===== src/rtl/idec_pkg.sv =====
// Shared types and constants for the sequenced instruction decoder.
// The optional illegal-opcode trap is selected by IDEC_ILLEGAL_TRAP_EN in idecode_fsm.
package idec_pkg;

    localparam int unsigned IR_W      = 16;
    localparam int unsigned OPC_LSB   = 13;
    localparam int unsigned OPC_W     = 3;
    localparam int unsigned ALUOP_LSB = 11;
    localparam int unsigned ALUOP_W   = 2;
    localparam int unsigned RN_LSB    = 8;
    localparam int unsigned RD_LSB    = 5;
    localparam int unsigned RM_LSB    = 0;
    localparam int unsigned REG_W     = 3;
    localparam int unsigned SHIFT_LSB = 3;
    localparam int unsigned SHIFT_W   = 2;
    localparam int unsigned IMM5_W    = 5;
    localparam int unsigned IMM8_W    = 8;

    localparam logic [OPC_W-1:0] OP_MOV = 3'b110;
    localparam logic [OPC_W-1:0] OP_ALU = 3'b101;

    localparam logic [ALUOP_W-1:0] MOV_REG = 2'b00;
    localparam logic [ALUOP_W-1:0] MOV_IMM = 2'b10;
    localparam logic [ALUOP_W-1:0] ALU_ADD = 2'b00;
    localparam logic [ALUOP_W-1:0] ALU_CMP = 2'b01;
    localparam logic [ALUOP_W-1:0] ALU_AND = 2'b10;
    localparam logic [ALUOP_W-1:0] ALU_MVN = 2'b11;

    typedef enum logic [2:0] {
        S_IDLE,
        S_WRITE_IMM,
        S_GET_A,
        S_GET_B,
        S_EXEC,
        S_WRITE_REG,
        S_HALT
    } state_t;

    // Per-cycle datapath control bundle
    typedef struct packed {
        logic [REG_W-1:0]   r_addr;
        logic [REG_W-1:0]   w_addr;
        logic [SHIFT_W-1:0] shift_op;
        logic               load_a;
        logic               load_b;
        logic               load_c;
        logic               load_s;
        logic               asel;
        logic               vsel;
        logic               rf_write;
        logic               done;
    } ctrl_t;

    function automatic logic is_legal(input logic [OPC_W-1:0] opc, input logic [ALUOP_W-1:0] op);
        return (opc == OP_ALU) || ((opc == OP_MOV) && ((op == MOV_IMM) || (op == MOV_REG)));
    endfunction

    function automatic logic is_cmp(input logic [OPC_W-1:0] opc, input logic [ALUOP_W-1:0] op);
        return (opc == OP_ALU) && (op == ALU_CMP);
    endfunction

endpackage


===== src/rtl/idec_fields.sv =====
// Combinational field extraction and immediate sign extension from the latched IR.
module idec_fields
    import idec_pkg::*;
#(
    parameter int unsigned WORD_W = 16
) (
    input  logic [IR_W-1:0]    ir,
    output logic [OPC_W-1:0]   opcode,
    output logic [ALUOP_W-1:0] alu_op,
    output logic [WORD_W-1:0]  sximm5,
    output logic [WORD_W-1:0]  sximm8
);

    if (WORD_W < 16) begin : g_width_check
        $error("idec_fields: WORD_W must be at least 16");
    end

    assign opcode = ir[OPC_LSB +: OPC_W];
    assign alu_op = ir[ALUOP_LSB +: ALUOP_W];
    assign sximm5 = {{(WORD_W - IMM5_W){ir[IMM5_W-1]}}, ir[IMM5_W-1:0]};
    assign sximm8 = {{(WORD_W - IMM8_W){ir[IMM8_W-1]}}, ir[IMM8_W-1:0]};

endmodule


===== src/rtl/idecode_fsm.sv =====
// Sequenced instruction decoder: latches one instruction and steps the datapath through it.
// Define IDEC_ILLEGAL_TRAP_EN to trap undefined instructions in HALT; otherwise they run as a NOP.
module idecode_fsm
    import idec_pkg::*;
#(
    parameter int unsigned WORD_W = 16
) (
    input  logic              clk,
    input  logic              reset,
    input  logic              in_valid,
    input  logic [15:0]       in_ir,
    output logic              in_ready,
    output logic [2:0]        opcode,
    output logic [1:0]        ALU_op,
    output logic [1:0]        shift_op,
    output logic [WORD_W-1:0] sximm5,
    output logic [WORD_W-1:0] sximm8,
    output logic [2:0]        r_addr,
    output logic [2:0]        w_addr,
    output logic              load_a,
    output logic              load_b,
    output logic              load_c,
    output logic              load_s,
    output logic              asel,
    output logic              vsel,
    output logic              rf_write,
    output logic              done,
    output logic              illegal
);

    state_t          state;
    state_t          state_nxt;
    logic [IR_W-1:0] ir;
    logic [IR_W-1:0] ir_nxt;
    ctrl_t           ctrl;
    ctrl_t           ctrl_nxt;

    idec_fields #(.WORD_W(WORD_W)) u_fields (
        .ir     (ir),
        .opcode (opcode),
        .alu_op (ALU_op),
        .sximm5 (sximm5),
        .sximm8 (sximm8)
    );

    // First state after accepting an instruction
    function automatic state_t entry_state(input logic [OPC_W-1:0] opc, input logic [ALUOP_W-1:0] op);
        state_t s;
        if (!is_legal(opc, op)) begin
`ifdef IDEC_ILLEGAL_TRAP_EN
            s = S_HALT;
`else
            s = S_EXEC;
`endif
        end else if (opc == OP_MOV) begin
            s = (op == MOV_IMM) ? S_WRITE_IMM : S_GET_B;
        end else begin
            s = (op == ALU_MVN) ? S_GET_B : S_GET_A;
        end
        return s;
    endfunction

    // Strobes for a given state and instruction; an undefined instruction in EXEC only reports done
    function automatic ctrl_t decode_ctrl(input state_t s, input logic [IR_W-1:0] i);
        ctrl_t               c;
        logic [OPC_W-1:0]    opc;
        logic [ALUOP_W-1:0]  op;
        opc = i[OPC_LSB +: OPC_W];
        op  = i[ALUOP_LSB +: ALUOP_W];
        c   = '0;
        case (s)
            S_WRITE_IMM: begin
                c.w_addr   = i[RN_LSB +: REG_W];
                c.vsel     = 1'b1;
                c.rf_write = 1'b1;
                c.done     = 1'b1;
            end
            S_GET_A: begin
                c.r_addr = i[RN_LSB +: REG_W];
                c.load_a = 1'b1;
            end
            S_GET_B: begin
                c.r_addr   = i[RM_LSB +: REG_W];
                c.load_b   = 1'b1;
                c.shift_op = i[SHIFT_LSB +: SHIFT_W];
            end
            S_EXEC: begin
                if (!is_legal(opc, op)) begin
                    c.done = 1'b1;
                end else if (is_cmp(opc, op)) begin
                    c.load_s = 1'b1;
                    c.done   = 1'b1;
                end else begin
                    c.load_c = 1'b1;
                    c.asel   = (opc == OP_MOV);
                end
            end
            S_WRITE_REG: begin
                c.w_addr   = i[RD_LSB +: REG_W];
                c.rf_write = 1'b1;
                c.done     = 1'b1;
            end
            default: ;
        endcase
        return c;
    endfunction

    always_comb begin
        state_nxt = state;
        ir_nxt    = ir;
        case (state)
            S_IDLE: begin
                if (in_valid) begin
                    ir_nxt    = in_ir;
                    state_nxt = entry_state(in_ir[OPC_LSB +: OPC_W], in_ir[ALUOP_LSB +: ALUOP_W]);
                end
            end
            S_WRITE_IMM: state_nxt = S_IDLE;
            S_GET_A:     state_nxt = S_GET_B;
            S_GET_B:     state_nxt = S_EXEC;
            S_EXEC: begin
                if (!is_legal(ir[OPC_LSB +: OPC_W], ir[ALUOP_LSB +: ALUOP_W]) ||
                    is_cmp(ir[OPC_LSB +: OPC_W], ir[ALUOP_LSB +: ALUOP_W]))
                    state_nxt = S_IDLE;
                else
                    state_nxt = S_WRITE_REG;
            end
            S_WRITE_REG: state_nxt = S_IDLE;
`ifdef IDEC_ILLEGAL_TRAP_EN
            S_HALT:      state_nxt = S_HALT;
`endif
            default:     state_nxt = S_IDLE;
        endcase
        ctrl_nxt = decode_ctrl(state_nxt, ir_nxt);
    end

    // Outputs are registered from the next-state decode so they align with the state they describe
    always_ff @(posedge clk or posedge reset) begin
        if (reset) begin
            state    <= S_IDLE;
            ir       <= '0;
            ctrl     <= '0;
            in_ready <= 1'b1;
        end else begin
            state    <= state_nxt;
            ir       <= ir_nxt;
            ctrl     <= ctrl_nxt;
            in_ready <= (state_nxt == S_IDLE);
        end
    end

`ifdef IDEC_ILLEGAL_TRAP_EN
    always_ff @(posedge clk or posedge reset) begin
        if (reset)
            illegal <= 1'b0;
        else if (state_nxt == S_HALT)
            illegal <= 1'b1;
    end
`else
    assign illegal = 1'b0;
`endif

    assign r_addr   = ctrl.r_addr;
    assign w_addr   = ctrl.w_addr;
    assign shift_op = ctrl.shift_op;
    assign load_a   = ctrl.load_a;
    assign load_b   = ctrl.load_b;
    assign load_c   = ctrl.load_c;
    assign load_s   = ctrl.load_s;
    assign asel     = ctrl.asel;
    assign vsel     = ctrl.vsel;
    assign rf_write = ctrl.rf_write;
    assign done     = ctrl.done;

endmodule


===== config.mk =====
export PLATFORM = sky130hd
export DESIGN_NAME = idecode_fsm
export DESIGN_NICKNAME = d
export VERILOG_FILES = /design/src/rtl/idec_pkg.sv /design/src/rtl/idec_fields.sv /design/src/rtl/idecode_fsm.sv
export SDC_FILE = /design/constraint.sdc
export NUM_CORES = 1
export LEC_CHECK = 0
export CAP_MARGIN = 40
export CORE_ASPECT_RATIO = 1.5
export CORE_MARGIN = 1.5
export CORE_UTILIZATION = 47
export DETAILED_ROUTE_END_ITERATION = 7
export PLACE_DENSITY = 0.83
export SLEW_MARGIN = 30
export SYNTH_ARGS = -nofsm -noshare
export SYNTH_HDL_FRONTEND = slang
export SYNTH_SLANG_ARGS = --single-unit

===== constraint.sdc =====
create_clock -name clk -period 4.1 [get_ports clk]
set_input_delay 0.82 -clock clk [delete_from_list [all_inputs] [get_ports clk]]
set_output_delay 0.82 -clock clk [all_outputs]
set_load 0.1 [all_outputs]

==> impl_results.md, run 1 <==
* Grt total ovfl at 0
* Critical path arrival at 3.00 ns
* DRT antenna net count at 0
* Post-Synth Simple-Gate Area at between 15 and 20%
* Wire length on met3 at around 270 microns
* Maximum number of pins on one net before global-route repair at 20
* Ys async rst share at 100%
* Seq/Total Area, Yosys at about 48%
* Via/cell ratio at around 5.2
* Setup Skew at 0.00438 ns
* Ratio of cells with drive above 1 in the final layout at roughly 30%
* Layout area overhead at 74.3%
* Final HPWL DP at roughly 4000 microns
* CP Max Fanout at 12
* Max-Cap Viols at 0
* Startpoint Class: primary input
* Initial antenna violation count at 0
* # hold bufs at CTS at 0
* Avg WL per Cell at between 15 and 20 microns
* Clock buffer depth at 2
* Post-Synth XOR/XNOR Area at less than 1%
* H-tree lvl count at 2
* Clock sink count at 36
* CP Class: in -> reg
* Register-to-Register Path Depth at 5
* Row Count at 28
* Vias at roughly 1700
* Ys Warns at 0
* Initial core utilization at slightly below 50%
* Final WL at 5290 microns
* Crit path required time at 4.24 ns
* GR Util All Layers at roughly 27%
* Compound-Gate Fraction of Synth Area at under 10%
* Synth top area cells: dfrtp_1, buf_4, nand2_1
* Final min period at 2.87 ns
* Yosys top cell area share at a little under half
* Worst path cell trace: clkdlybuf4s50_1 > nor4b_4 > buf_4 > mux2_1 > a31oi_1 > a211oi_1
* Top_reg_cell synth: dfrtp_1
* TNS Setup at 0 ns
* Io pins at 74
* Global-route wire length before repair at 8170 microns
* M1 wire length at between 1500 and 2000 microns
* Status: finished clean
* DR DRC count at 0
* Crit path from: in_valid
* Crit path capture type: flip-flop
* Die area at roughly 4400 sq um
* Slew Limit Headroom at roughly 56%
* Pre-antenna DRT Iters at 4
* Initial DRC count at between 40 and 50
* Fin area at around 3300 sq um
* CP peak stage delay at about 0.57 ns
* Adder-Cell Fraction of Synth Area at 0%
* Final Cycle Share at 69.9%
* Mapped Nets at slightly below 200
* Number of port buffers at approximately 70
* Vias in the first global route at ~1700
* Main combinational cell family by area after synthesis: buffers and inverters
* Hold path cells at 1
* Achievable Freq at 0.349 GHz
* Seq cells post-synth at 36
* R2r setup slk at approximately 1.7 ns
* Mux share of post-synthesis cell area at under 10%
* Highest layer used for signal routing: met4
* Slew Viols, Final at 0
* Post-synthesis cell area at 1890 sq um
* WL met2 at around 3100 microns
* Routability cong. at between 0.8 and 0.9
* Syn Inst Count at 180
* CTS tree: built
* RR Endpoint: r_addr[1]
* FF-to-FF Start: state[1]
* Area leader, netlist: dfrtp_1
* Clock-pin slew on the worst setup and hold paths at about 0.07 ns
* CTS Root Buffer Type: clkbuf_8
* Post-synth EDFFs at 0
* Clock Latency Late Sink at ~0.29 ns
* Count of cell types in the netlist at 46
* CTS buffer count at 5
* Worst hold start: ir[8]
* Slowest-stage cell, CP: nor4b_4
* Unrepaired setup endpoints after global routing: false
* Die Width at ~55 microns
* Hold Vio Cnt, Final at 0
* WHS Endpoint: ir[8]
* Placed cell areas at around 3200 sq um
* # fillers at 170
* Setup violations, final at 0
* Core Area at ~4000 sq um
* Die H at ~81 microns
* Post-CTS Setup Inserts at 0
* Ant. Diodes at 0
* Worst hold-check path type: reg -> reg
* Syn_area_per_cell at approximately 11 sq um
* Post-layout nets at roughly 290
* Worst-margin pin slew at ~0.66 ns
* Post-CTS sizing at 0
==> per-layer routing <==
metal  global-route usage, %  vias up
li1                        -      766
met1                    27.8      785
met2                    47.5       83
met3                    5.20       20
met4                    15.5        0
met5                       0        -
==> area by class of cell <==
class	count	area (sq um)	area share, %
Inverter	7	26.3	0.798
Clock buffer	5	68.8	2.09
Clock inverter	3	18.8	0.570
Tap cell	45	56.3	1.71
Timing Repair Buffer	130	1570	47.6
Multi-Input combinational cell	93	653	19.8
Sequential cell	36	902	27.4
==> sequential cells by signal, summed over array words and instances (netlist names), 2 cells and up <==
register and count:
ir 16, r_addr 3, state 3, w_addr 3, shift_op 2
==> kinds of logic (layout without fill, tap and decap cells) <==
kind of cell / after synthesis / after routing
mux: 10 / 10
compound gates: 23 / 23
flops: 36 / 36
xor+xnor: 1 / 1
buf+inv: 51 / 145
other cells: 1 / 1
simple gates: 58 / 58
==> synth_stat cells (2+ instances only) <==
cell,number
o41ai_2,2
o211ai_1,2
nor3_2,2
inv_1,4
dfrtp_1,35
and2_1,2
nand2_1,25
mux2_2,2
nand3_1,2
nor3_1,2
a211oi_1,2
o22ai_1,2
nor2b_1,4
mux2_1,7
nor3b_1,2
nor2_1,4
a21oi_1,3
buf_2,5
inv_2,3
a31oi_1,3
nor4_1,2
buf_4,39
o31ai_1,2
nand2b_1,2
==> worst max path at each step <==
stage	slack (ns)	depth (start not counted)	to
2_1_floorplan	2.07	5	load_s
3_3_place_gp	1.25	6	r_addr[2]
3_5_place_dp	1.01	6	r_addr[1]
4_1_cts	1.28	6	r_addr[1]
5_1_grt	1.18	6	r_addr[1]
6_report	1.23	6	r_addr[1]
==> metrics by stage <==
stage,util [%],hold slack [ns],setup WS (ns),cells
after detailed placement,81.9,0.491,1.01,309
after global routing,84.7,0.522,1.18,319
after CTS,84.1,0.507,1.28,317
after floorplan,-,0.472,2.07,180
final,84.7,0.506,1.23,319
after global placement,61.0,0.481,1.25,255
==> layout by cell type (no fill, tap or decap), types with 2 or more instances in the layout <==
cell type / Yosys / final
nand2b_1: 2 / 2
inv_2: 3 / 3
mux2_2: 2 / 2
buf_8: 0 / 55
nor3_1: 2 / 2
nor3b_1: 2 / 2
nor2_1: 4 / 4
nor2b_1: 4 / 4
o211ai_1: 2 / 2
nand2_1: 25 / 25
buf_4: 39 / 3
mux2_1: 7 / 7
clkbuf_8: 0 / 5
o22ai_1: 2 / 2
inv_1: 4 / 4
o41ai_2: 2 / 2
and2_1: 2 / 2
nor4_1: 2 / 2
nand3_1: 2 / 2
a31oi_1: 3 / 3
clkdlybuf4s50_1: 0 / 72
nor3_2: 2 / 2
dfrtp_1: 35 / 35
a211oi_1: 2 / 2
clkinv_2: 0 / 2
a21oi_1: 3 / 3
o31ai_1: 2 / 2
==> critical path, delay by kind of cell <==
kind	cells	cell delay [ns]
AO/OA/AOI/OAI	2	0.40
buffers and inverters	2	0.81
multiplexers	1	0.40
AND/OR/NAND/NOR	1	0.57
Power of run 1 is not shown: default switching activity piles up to over one toggle a cycle in this logic, so the estimate is an artifact.
==> inputs of run 2 (changes only) <==
--- a/config.mk
+++ b/config.mk
@@ -8,9 +8,9 @@
 export CAP_MARGIN = 40
 export CORE_ASPECT_RATIO = 1.5
 export CORE_MARGIN = 1.5
-export CORE_UTILIZATION = 47
+export CORE_UTILIZATION = 43
 export DETAILED_ROUTE_END_ITERATION = 7
-export PLACE_DENSITY = 0.83
+export PLACE_DENSITY = 0.77
 export SLEW_MARGIN = 30
 export SYNTH_ARGS = -nofsm -noshare
 export SYNTH_HDL_FRONTEND = slang
==> constraint.sdc (replaced) <==
create_clock -name clk -period 2.9 [get_ports clk]
set_input_delay 0.58 -clock clk [delete_from_list [all_inputs] [get_ports clk]]
set_output_delay 0.58 -clock clk [all_outputs]
set_load 0.1 [all_outputs]
==> run 2 against run 1 <==
Compared with the run above:
- core utilization decreased by 29 points
- via count decreased by 18%
- worst hold slack got worse by 0.0044 ns
- die area increased by 8.9%
- clock skew decreased by 0.0034 ns
- flip-flop and latch count unchanged
- sequential share of layout area increased by 11 points
- wire length decreased by 30%
- first-iteration DRC count increased by 2.4%
- setup slack got worse by 0.61 ns
- clock-buffer cell count increased by 3
- cell count decreased by 17%
- critical path type unchanged
- highest routed layer unchanged
==> impl_results.md, run 2 (same netlist as run 1, synthesis figures left out) <==
* Min Hold Slack at between 0.5 and 0.6 ns
* Initial antenna violation count at 0
* FF-to-FF Start: state[1]
* Status: finished clean
* Routability cong. at 0.881
* Unrepaired setup endpoints after global routing: false
* # hold bufs at CTS at 0
* Initial core utilization at 44.9%
* Clock Latency Late Sink at 0.29 ns
* H-tree lvl count at 2
* Slew Viols, Final at 0
* Layout area overhead at 24.0%
* Clock-pin slew on the worst setup and hold paths at 0.07 ns
* Die area at about 4800 sq um
* CTS tree: built
* Max FFs per register at 16
* Die Width at around 57 microns
* Number of port buffers at approximately 70
* Fin area at between 2000 and 2500 sq um
* # fillers at 392
* Die H at around 84 microns
* Maximum number of pins on one net before global-route repair at 37
* Row Count at 29
* Post-layout nets at between 200 and 250
* Core Area at approximately 4200 sq um
* Most common cell after layout, fill and taps aside: buf_4
* GR Util All Layers at about 16%
* Final min period at roughly 2.3 ns
* Setup violations, final at 0
* Largest Register: ir
* Via/cell ratio at roughly 5
* Crit path capture type: flip-flop
* DRT antenna net count at 0
* Final Cycle Share at between 70% and 80%
* WHS Endpoint: ir[9]
* TNS Setup at 0 ns
* Global-route wire length before repair at between 6000 and 7000 microns
* CTS buffer count at 5
* CP Max Fanout at 8
* Startpoint Class: primary input
* Setup Skew at 0.00103 ns
* Placed cell areas at ~2200 sq um
* Hold Vio Cnt, Final at 0
* Post-CTS sizing at 0
* RR Endpoint: in_ready
* Ant. Diodes at 0
* Vias at 1360
* Hold path cells at 1
* Initial DRC count at between 40 and 50
* Grt total ovfl at 0
* Ratio of cells with drive above 1 in the final layout at between 30% and 40%
* CP Class: in -> reg
* Register-to-Register Path Depth at 4
* Final HPWL DP at around 2800 microns
* Final WL at about 3700 microns
* Avg WL per Cell at between 10 and 15 microns
* Clock buffer depth at 2
* Post-CTS Setup Inserts at 0
* Critical path arrival at about 2.5 ns
* Commonest cells after routing, fill and taps aside: buf_4, dfrtp_1, nand2_1, clkdlybuf4s50_1, mux2_1
* Crit path required time at slightly above 3 ns
* Pre-antenna DRT Iters at 4
* R2r setup slk at around 0.95 ns
* Max-Cap Viols at 0
* Worst hold-check path type: reg -> reg
* CTS Root Buffer Type: clkbuf_8
* Io pins at 74
* DR DRC count at 0
* Achievable Freq at between 0.4 and 0.5 GHz
* Vias in the first global route at ~1300
* Clock sink count at 36
* Worst hold start: ir[9]
## run 2: changes by cell type in the layout (fill, tap and decap cells not counted), moves of 2 or more
| cell | previous run | this run |
|---|---|---|
| buf_4 | 3 | 58 |
| buf_8 | 55 | 0 |
| clkbuf_1 | 0 | 2 |
| clkdlybuf4s50_1 | 72 | 18 |
| clkinv_2 | 2 | 0 |
## run 2: metal layers
layer  vias to the layer above  GRT usage (%)  wire length, microns
met5                         -              0                     0
met4                         0           9.30                    97
met3                         8           4.62                   184
met2                        40           26.8                  2020
met1                       657           19.0                  1380
li1                        655              -                     -
## run 2: how the worst max path moves through the flow
stage | from | end | slack, ns | cells after the start
6_report | in_ir[13] | w_addr[1] | 0.63 | 6
5_1_grt | in_ir[13] | w_addr[1] | 0.50 | 6
4_1_cts | in_ir[13] | r_addr[0] | 0.60 | 5
3_5_place_dp | in_ir[14] | r_addr[0] | 0.30 | 5
3_3_place_gp | in_ir[14] | r_addr[1] | 0.38 | 5
2_1_floorplan | in_valid | load_s | 1.11 | 5
## run 2: area by class of cell
class                           count  area (sq um)  share of cell area [%]
Tap cell                           46          57.6                    2.45
Sequential cell                    36           902                    38.5
Multi-Input combinational cell     93           653                    27.9
Clock buffer                        8          90.1                    3.84
Timing Repair Buffer               76           616                    26.3
Inverter                            7          26.3                    1.12
## run 2: per-stage QoR
stage | utilization (%) | std cells | worst slack, ns
finish | 55.7 | 266 | 0.626
global route | 55.7 | 266 | 0.496
CTS | 55.5 | 265 | 0.602
detailed placement | 53.4 | 257 | 0.301
global placement | 53.4 | 257 | 0.375
floorplan | - | 180 | 1.11
## run 2: critical path, stage by stage
cell and delay (ns):
clkdlybuf4s50_1 0.51, nor2b_1 0.20, o2111ai_1 0.31, and2_1 0.37, inv_2 0.13, o41ai_2 0.36
Power of run 2 is left out for the same reason.
==> inputs of run 3 (changes only) <==
==> constraint.sdc (replaced) <==
create_clock -name clk -period 2.3 [get_ports clk]
set_input_delay 0.46 -clock clk [delete_from_list [all_inputs] [get_ports clk]]
set_output_delay 0.46 -clock clk [all_outputs]
set_load 0.1 [all_outputs]
==> run 3 against run 2 <==
Compared with the run above:
- first-iteration DRC count down 51%
- setup slack got worse by 0.35 ns
- core utilization grew 2.1 points
- sequential share of layout area fell by 1.4 points
- critical path depth is the same
- critical path type unchanged
- critical endpoint is now r_addr[2]
==> impl_results.md, run 3 (same netlist as run 1, synthesis figures left out) <==
* Status: finished clean
* Crit path from: in_valid
* Register-to-Register Path Depth at 5
* Worst hold start: ir[8]
* CTS Root Buffer Type: clkbuf_8
* Die Width at between 50 and 60 microns
* DRT antenna net count at 0
* Grt total ovfl at 0
* Slew Viols, Final at 0
* Largest Register: ir
* Initial DRC count at 21
* H-tree lvl count at 2
* Unrepaired setup endpoints after global routing: false
* Achievable Freq at a little under 0.5 GHz
* Clock sink count at 36
* Vias in the first global route at roughly 1400
* Setup violations, final at 0
* Final WL at slightly below 4000 microns
* Placed cell areas at between 2000 and 2500 sq um
* Critical path arrival at approximately 2.2 ns
* Number of port buffers at around 70
* Vias at approximately 1400
* Ant. Diodes at 0
* TNS Setup at 0 ns
* Initial core utilization at between 40 and 50%
* DR DRC count at 0
* Avg WL per Cell at 14.5 microns
* Ratio of cells with drive above 1 in the final layout at approximately two fifths
* Die H at ~84 microns
* Final Cycle Share at between 80 and 90%
* CP peak stage delay at around 0.50 ns
* # hold bufs at CTS at 0
* Commonest cells after routing, fill and taps aside: buf_4, dfrtp_1, nand2_1, clkdlybuf4s50_1
* Worst path cell trace: clkdlybuf4s50_1 > nor4b_4 > buf_4 > mux2_2 > nor4_1 > nor3_1
* CTS tree: built
* CTS buffer count at 5
* Post-CTS sizing at 0
* Via/cell ratio at just over 5
* Clock buffer depth at 2
* Global-route wire length before repair at between 6000 and 7000 microns
* Crit path capture type: flip-flop
* Most common cell after layout, fill and taps aside: buf_4
* Maximum number of pins on one net before global-route repair at 37
* Crit path required time at between 2 and 2.5 ns
* Routability cong. at 0.884
* Hold path cells at 1
* Pre-antenna DRT Iters at 4
* Hold Vio Cnt, Final at 0
* Clock Latency Late Sink at around 0.28 ns
* Final min period at between 2 and 2.5 ns
* Max FFs per register at 16
* Placement Setup Slack at -0.0124 ns
* RR Endpoint: r_addr[2]
* Core Area at 4210 sq um
* Post-layout nets at roughly 250
* Max-Cap Viols at 0
* Slowest-stage cell, CP: clkdlybuf4s50_1
* Final HPWL DP at about 3000 microns
* CP Max Fanout at 9
* CP Class: in -> reg
* Fin area at roughly 2400 sq um
* Io pins at 74
* FF-to-FF Start: state[0]
* Startpoint Class: primary input
* WHS Endpoint: ir[8]
* Setup Skew at roughly 0.0076 ns
* R2r setup slk at about 0.4 ns
* Row Count at 29
* GR Util All Layers at between 10% and 20%
* Layout area overhead at 28.7%
* Die area at ~4800 sq um
* Post-CTS Setup Inserts at 0
* Initial antenna violation count at 0
* Final setup margin at approximately 0.27 ns
* Clock-pin slew on the worst setup and hold paths at roughly 0.070 ns
* Worst hold-check path type: reg -> reg
-- run 3: layout make-up --
class,instances,area (sq um)
inverters,7,26.3
repair buffers,83,668
multi-input cells,93,653
clock inverters,1,30.0
fillers,385,1780
clock buffers,7,96.3
well taps,46,57.6
flip-flops and latches,36,902
-- run 3: worst max path at each step --
| stage | depth (start not counted) | to |
|---|---|---|
| 2_1_floorplan | 5 | load_s |
| 3_3_place_gp | 6 | r_addr[2] |
| 3_5_place_dp | 6 | r_addr[2] |
| 4_1_cts | 6 | r_addr[2] |
| 5_1_grt | 6 | r_addr[2] |
| 6_report | 6 | r_addr[2] |
-- run 3: per-stage QoR --
| step | hold slack (ns) | std cells | util, % |
|---|---|---|---|
| CTS | 0.501 | 273 | 57.8 |
| floorplan | 0.472 | 180 | - |
| detailed placement | 0.487 | 265 | 54.8 |
| global placement | 0.483 | 265 | 54.8 |
| finish | 0.501 | 273 | 57.8 |
| global route | 0.525 | 273 | 57.8 |
-- run 3: critical path: cells and delay by family --
kind	cells	cell delay (ns)
buffers and inverters	2	0.74
muxes	1	0.38
and+or+nand+nor	3	0.59
-- run 3: routing by layer --
layer	up-vias	part of all wire (%)	track usage (%)
li1	667	-	-
met1	664	39	20.2
met2	39	53	29.6
met3	9	4.8	4.47
met4	0	2.5	7.19
met5	-	0	0
Power of run 3 is left out for the same reason.
